## src/rtl/game_controller.sv

```systemverilog
// Game-flow controller: IDLE -> PLAYING -> DYING -> (PLAYING | GAME_OVER), with score,
// high score and lives tracking. Every output is a register; nothing flows combinationally from input to output.
module game_controller #(
  parameter int LIVES        = 3,
  parameter int FREEZE_TICKS = 60
) (
  input  logic       clk,
  input  logic       reset,
  input  logic       start_button,
  input  logic       game_tick,
  input  logic       collided,
  input  logic       pipe_passed,
  output logic [1:0] state,
  output logic       run_en,
  output logic       position_reset,
  output logic [7:0] score,
  output logic [7:0] high_score,
  output logic [1:0] lives
);

  typedef enum logic [1:0] {
    IDLE      = 2'd0,
    PLAYING   = 2'd1,
    DYING     = 2'd2,
    GAME_OVER = 2'd3
  } state_t;

  localparam logic [1:0] LIVES_INIT  = 2'(LIVES);
  localparam logic [7:0] FREEZE_LAST = 8'(FREEZE_TICKS - 1);

  state_t     st;
  logic       start_q;
  logic [7:0] freeze;
  logic       start_edge;

  // start_q resets high so a button held through reset yields no edge
  assign start_edge = start_button & ~start_q;
  assign state      = st;

  always_ff @(posedge clk) begin
    if (reset) begin
      st             <= IDLE;
      run_en         <= 1'b0;
      position_reset <= 1'b1;
      score          <= 8'd0;
      high_score     <= 8'd0;
      lives          <= LIVES_INIT;
      freeze         <= 8'd0;
      start_q        <= 1'b1;
    end else begin
      start_q <= start_button;
      case (st)
        IDLE: begin
          run_en         <= 1'b0;
          position_reset <= 1'b1;
          if (start_edge) begin
            st             <= PLAYING;
            run_en         <= 1'b1;
            position_reset <= 1'b0;
            score          <= 8'd0;
            lives          <= LIVES_INIT;
          end
        end
        PLAYING: begin
          run_en         <= 1'b1;
          position_reset <= 1'b0;
          if (collided) begin
            st     <= DYING;
            run_en <= 1'b0;
            lives  <= lives - 2'd1;
            freeze <= 8'd0;
          end else if (pipe_passed && score != 8'hff) begin
            score <= score + 8'd1;
          end
        end
        DYING: begin
          run_en         <= 1'b0;
          position_reset <= 1'b0;
          if (game_tick) begin
            if (freeze == FREEZE_LAST) begin
              // the resume cycle carries position_reset so pipes/bird restart cleanly
              position_reset <= 1'b1;
              if (lives == 2'd0) begin
                st <= GAME_OVER;
                if (score > high_score) high_score <= score;
              end else begin
                st     <= PLAYING;
                run_en <= 1'b1;
              end
            end else begin
              freeze <= freeze + 8'd1;
            end
          end
        end
        GAME_OVER: begin
          run_en         <= 1'b0;
          position_reset <= 1'b1;
          if (start_edge) st <= IDLE;
        end
        default: begin
          st             <= IDLE;
          run_en         <= 1'b0;
          position_reset <= 1'b1;
        end
      endcase
    end
  end

endmodule

```

## config.mk

```make
export PLATFORM = sky130hd
export DESIGN_NAME = game_controller
export DESIGN_NICKNAME = d
export VERILOG_FILES = /design/src/rtl/game_controller.sv
export SDC_FILE = /design/constraint.sdc
export NUM_CORES = 1
export LEC_CHECK = 0
export ABC_AREA = 0
export CORE_ASPECT_RATIO = 0.6
export CORE_MARGIN = 2
export CORE_UTILIZATION = 40
export DETAILED_ROUTE_END_ITERATION = 8
export PLACE_DENSITY = 0.68
export SKIP_CTS_REPAIR_TIMING = 1
export SLEW_MARGIN = 10
export SYNTH_ARGS = -nofsm -noshare
export SYNTH_HDL_FRONTEND = slang
export SYNTH_SLANG_ARGS = --single-unit
export TNS_END_PERCENT = 10
```

## constraint.sdc

```tcl
create_clock -name clk -period 2.6 [get_ports clk]
set_input_delay 0.52 -clock clk [delete_from_list [all_inputs] [get_ports clk]]
set_output_delay 0.52 -clock clk [all_outputs]
set_load 0.02 [all_outputs]
```

==> Word level (Yosys, flattened, before mapping) <==
Index checks and enable logic that the tools add are counted.
{ "word_totals": {"register_bits": 31, "in_bits": 6, "output_inout_bits": 22, "elab_cells": 65} }
{ "classes": {"addsub": 3, "magnitude_cmp": 1, "n_eq_ne": 13, "muxes": 28, "n_bitwise": 2, "n_reduce_logical": 10} }
{ "op_table": {"columns": ["op", "n"], "rows": [
  ["$mux W8", 6],
  ["$pmux W8 S2", 2],
  ["$add A8 B1 Y8 const B", 2],
  ["$mux W2", 8],
  ["$ne A2 B2 Y1 const B", 8],
  ["$reduce_and A5 Y1", 2],
  ["$eq A8 B6 Y1 const B", 1],
  ["$gt A8 B8 Y1", 1],
  ["$mux W1", 8],
  ["$ne A8 B8 Y1 const B", 1],
  ["$pmux W1 S4", 2],
  ["$pmux W2 S4", 1],
  ["$reduce_and A4 Y1", 2],
  ["$eq A2 B2 Y1 const B", 2],
  ["$logic_not A2 Y1", 2],
  ["$pmux W2 S2", 1],
  ["$reduce_bool A2 Y1", 2],
  ["$reduce_and A3 Y1", 1],
  ["$eq A2 B1 Y1 const B", 1],
  ["$sub A2 B1 Y2 const B", 1],
  ["$and A1 B1 Y1", 1],
  ["$logic_and A1 B1 Y1", 1],
  ["$not A1 Y1", 1]
]} }

==> Logic depth before layout (Yosys ltp) <==
{ "depth": {"word_depth": 5, "ltp_mapped": 7, "mapped_depth_nobuf": 7} }

==> Least setup slack after synthesis <==
OpenSTA, ideal clock, no wires.
{ "synth_path": {"path_kind": "reg-to-reg", "startpoint": "reg high_score[3]", "endpoint": "reg high_score[0]", "setup_time_ns": 0.072, "t_arrival_ns": 1.933, "required_ns": 2.528, "slack_ns": 0.596, "stages_incl_launch_ff": 8, "path_buffers": 0, "synth_period_minus_slack_ns": 2.004, "cell_sequence": "dfxtp_1 > inv_1 > ha_1 > nand2_1 > o21bai_1 > a211o_1 > a211oi_4 > mux2i_1"} }
{ "synth_via": {"elab_chain_len": 2} }
{ "synth_rtl": {"columns": ["item", "line", "source"], "rows": [
  ["from (decl)", "17", "output logic [7:0] high_score,"],
  ["from (signal assigned)", "85", "if (score > high_score) high_score <= score;"],
  ["$gt A8 B8 Y1", "85", null],
  ["$reduce_and A5 Y1 (no source line)", null, null]
]} }
No other way between the ends.
A chain may end at the register's enable or synchronous reset.

==> Worst setup path after layout <==
{ "layout_path": {"startpoint": "reg st[0] (netlist: state[0])", "endpoint": "out state[0]"} }
{ "layout_lines": {"columns": ["item", "line", "source"], "rows": [
  ["from (decl)", "31", "state_t st;"],
  ["from (signal assigned)", "42", "st <= IDLE;"],
  ["from (signal assigned)", "57", "st <= PLAYING;"],
  ["from (signal assigned)", "68", "st <= DYING;"],
  ["to (decl)", "13", "output logic [1:0] state,"]
]} }
No word-level cell between the ends.

==> impl_metrics.json <==
{
  "drv_cap": 0,
  "rsz0062_at_grt": "false",
  "clock_sinks": 31,
  "yosysWarningCount": 0,
  "worstHoldPathType": "flop to flop",
  "nFillCells": 382,
  "crit_slowest_cell": "clkdlybuf4s50_1",
  "max_slew.worst_pin.slew_ns": 0.607,
  "endpoint_kind": "output port",
  "crit_arrival_ns": 1.57,
  "min_to": "high_score[5]",
  "async_reset_ff_share_pct": 0,
  "r2r_cells": 7,
  "vias": 1460,
  "outcome": "finished clean",
  "synthCells": 196,
  "grt_max_degree": 16,
  "finalMaxSlewViolations": 0,
  "core_area_mm2": 0.00408,
  "syn2layout_area_growth_pct": 25.4,
  "startpoint_type": "flop",
  "numCtsBuffers": 5,
  "finalHoldViolCount": 0,
  "powerDensity_mw_per_mm2": 446,
  "viasPerCell": 5.09,
  "setup_viol": 0,
  "grt_pass1_wl_um": 6070,
  "detail_route.iter0.violations": 43,
  "dp.final_hpwl_um": 2830,
  "portBuffers": 27,
  "clock_latency_ns": 0.28,
  "min_delay_path_depth": 2,
  "drt_first_pass_iters": 4,
  "period_share_pct": 80.3,
  "gp_congestion": 0.828,
  "yosys_most_used_dff": "dfxtp_1",
  "path_buf_inv": 1,
  "crit_family": "buffers and inverters",
  "die_h_um": 54.4,
  "peakVddDrop_uv": 295,
  "multiInputGateArea_um2": 1000,
  "synth-edff-count": 0,
  "track_usage_pct": 17.1,
  "wirelength_um": 3860,
  "clk_path_buf_depth": 2,
  "placementRows": 18,
  "setup_tns_ns": 0,
  "start_util_pct": 41.6,
  "relSlewSlack_pct": 59.1,
  "regArea_um2": 621,
  "antenna_found_initial": 0,
  "cts_root_buffer": "clkbuf_8",
  "ys_ff_latch": 31,
  "fin_ws_ns": 0.512,
  "layout-drive-gt1-share_pct": 9.25,
  "pre_cts_slack_ns": 0.332,
  "max_freq_ghz": 0.479,
  "syn_area_per_cell_um2": 8.64,
  "syn_area_mm2": 0.00169,
  "first_global_vias": 1251,
  "ant_nets": 0,
  "synth_largest_area_cell": "dfxtp_1",
  "wl_per_cell_um": 13.4,
  "die_w_um": 88.0,
  "r2r_slack_ns": 0.51,
  "synth.distinct_cells": 42,
  "skew_ns": 0.00454,
  "hold_path_startpoint": "high_score[5]",
  "netlist_top_cells_area": "dfxtp_1 (37%), ha_1 (8.1%), nand2b_1 (7.0%)",
  "max_stage_delay_ns": 0.69,
  "fin_crit_ns": 2.09,
  "cp.required_ns": 2.08,
  "clkSlewWorstSetupHoldPaths_ns": 0.07,
  "grt_overflow_total": 0,
  "final_util_pct": 52.1,
  "antenna_cells": 0,
  "r2r-start": "high_score[3]",
  "criticalPathCategory": "flop to output port",
  "cts_tree": "built",
  "synth-seq-area-share_pct": 36.6,
  "drc_errors": 0,
  "layout.nets": 244,
  "path_cells": "clkdlybuf4s50_1",
  "h-tree-depth": 2,
  "synth_top_area_share_pct": 36.6,
  "synth_fp_nets": 213,
  "dieArea_mm2": 0.00479,
  "p_leak_nw": 0.801,
  "timing.rr.end": "high_score[2]",
  "crit_fanout": 14,
  "boundaryPins": 28
}
[where the power goes]
group | internal, mW | switching [mW]
clock network | 0.207 | 0.176
logic | 0.0365 | 0.0380
registers | 0.482 | 0.00921
total | 0.726 | 0.223
[logic make-up after synthesis]
logic type               share of synthesized area (%)
multiplexers                                      5.39
AND/OR/NAND/NOR                                   25.9
flip-flops                                        36.6
adder cells (fa/ha/maj)                           8.12
XOR/XNOR                                          3.62
buffers and inverters                             4.36
AO/OA/AOI/OAI                                     16.0
[worst max-delay path by stage]
stage | depth (start not counted) | startpoint | endpoint
floorplan | 7 | high_score[3] | high_score[0]
global route | 7 | high_score[3] | high_score[2]
finish | 1 | state[0] | state[0]
detailed placement | 6 | collided | score[7]
CTS | 7 | high_score[3] | high_score[2]
global placement | 6 | collided | score[7]
[cells in the mapped netlist (all sizes together), types with 3 or more instances]
cell    count
a21oi       6
nand3       9
or2         5
nor2b       4
or3         4
buf         3
nor2       19
o21ai       7
nand2      11
o22ai       3
clkbuf      4
a211oi      3
a211o       3
nand2b     19
dfxtp      31
xor2        7
mux2i       8
inv        11
ha         11
nor3        4
[flip-flops by register name, summed over array words and instances, names as in the netlist]
name	count
freeze	8
high_score	8
lives	2
position_reset	1
run_en	1
score	8
start_q	1
state	2
[layout by cell type (no fill, tap or decap), types with 2 or more instances in the layout]
| master | instances |
|---|---|
| a211o_1 | 2 |
| a211oi_1 | 2 |
| a21boi_0 | 2 |
| a21o_1 | 2 |
| a21oi_1 | 6 |
| a31oi_1 | 2 |
| buf_4 | 4 |
| clkbuf_8 | 6 |
| clkdlybuf4s50_1 | 27 |
| dfxtp_1 | 31 |
| ha_1 | 11 |
| inv_1 | 11 |
| mux2i_1 | 8 |
| nand2_1 | 11 |
| nand2b_1 | 19 |
| nand3_1 | 9 |
| nand4_1 | 2 |
| nor2_1 | 19 |
| nor2b_1 | 3 |
| nor3_1 | 4 |
| o2111ai_1 | 2 |
| o211ai_1 | 2 |
| o21ai_0 | 7 |
| o22ai_1 | 3 |
| or2_2 | 5 |
| or3_1 | 4 |
| xor2_1 | 7 |
[metal layers]
layer | wire (µm) | global-route usage, %
met5 | 0 | 0
met4 | 24 | 5.30
met2 | 1380 | 21.6
met3 | 201 | 5.28
met1 | 2250 | 26.7
[metrics by stage]
stage | area (µm²) | instances | power (mW) | hold WS [ns]
5_1_grt | 2120 | 287 | 0.987 | 0.502
3_3_place_gp | 2040 | 280 | 0.575 | 0.476
6_report | 2120 | 287 | 0.948 | 0.490
2_1_floorplan | 1690 | 196 | 0.545 | 0.462
3_5_place_dp | 2040 | 280 | 0.575 | 0.486
4_1_cts | 2120 | 287 | 0.956 | 0.494
[area by class of cell]
cell class | count | share of cell area [%]
clock buffers | 6 | 3.89
well taps | 60 | 3.53
multi-input cells | 147 | 47.1
inverters | 11 | 1.94
flip-flops and latches | 31 | 29.2
repair buffers | 31 | 14.1
clock inverters | 1 | 0.236
No activity file was read; power rests on OpenSTA's default activity.
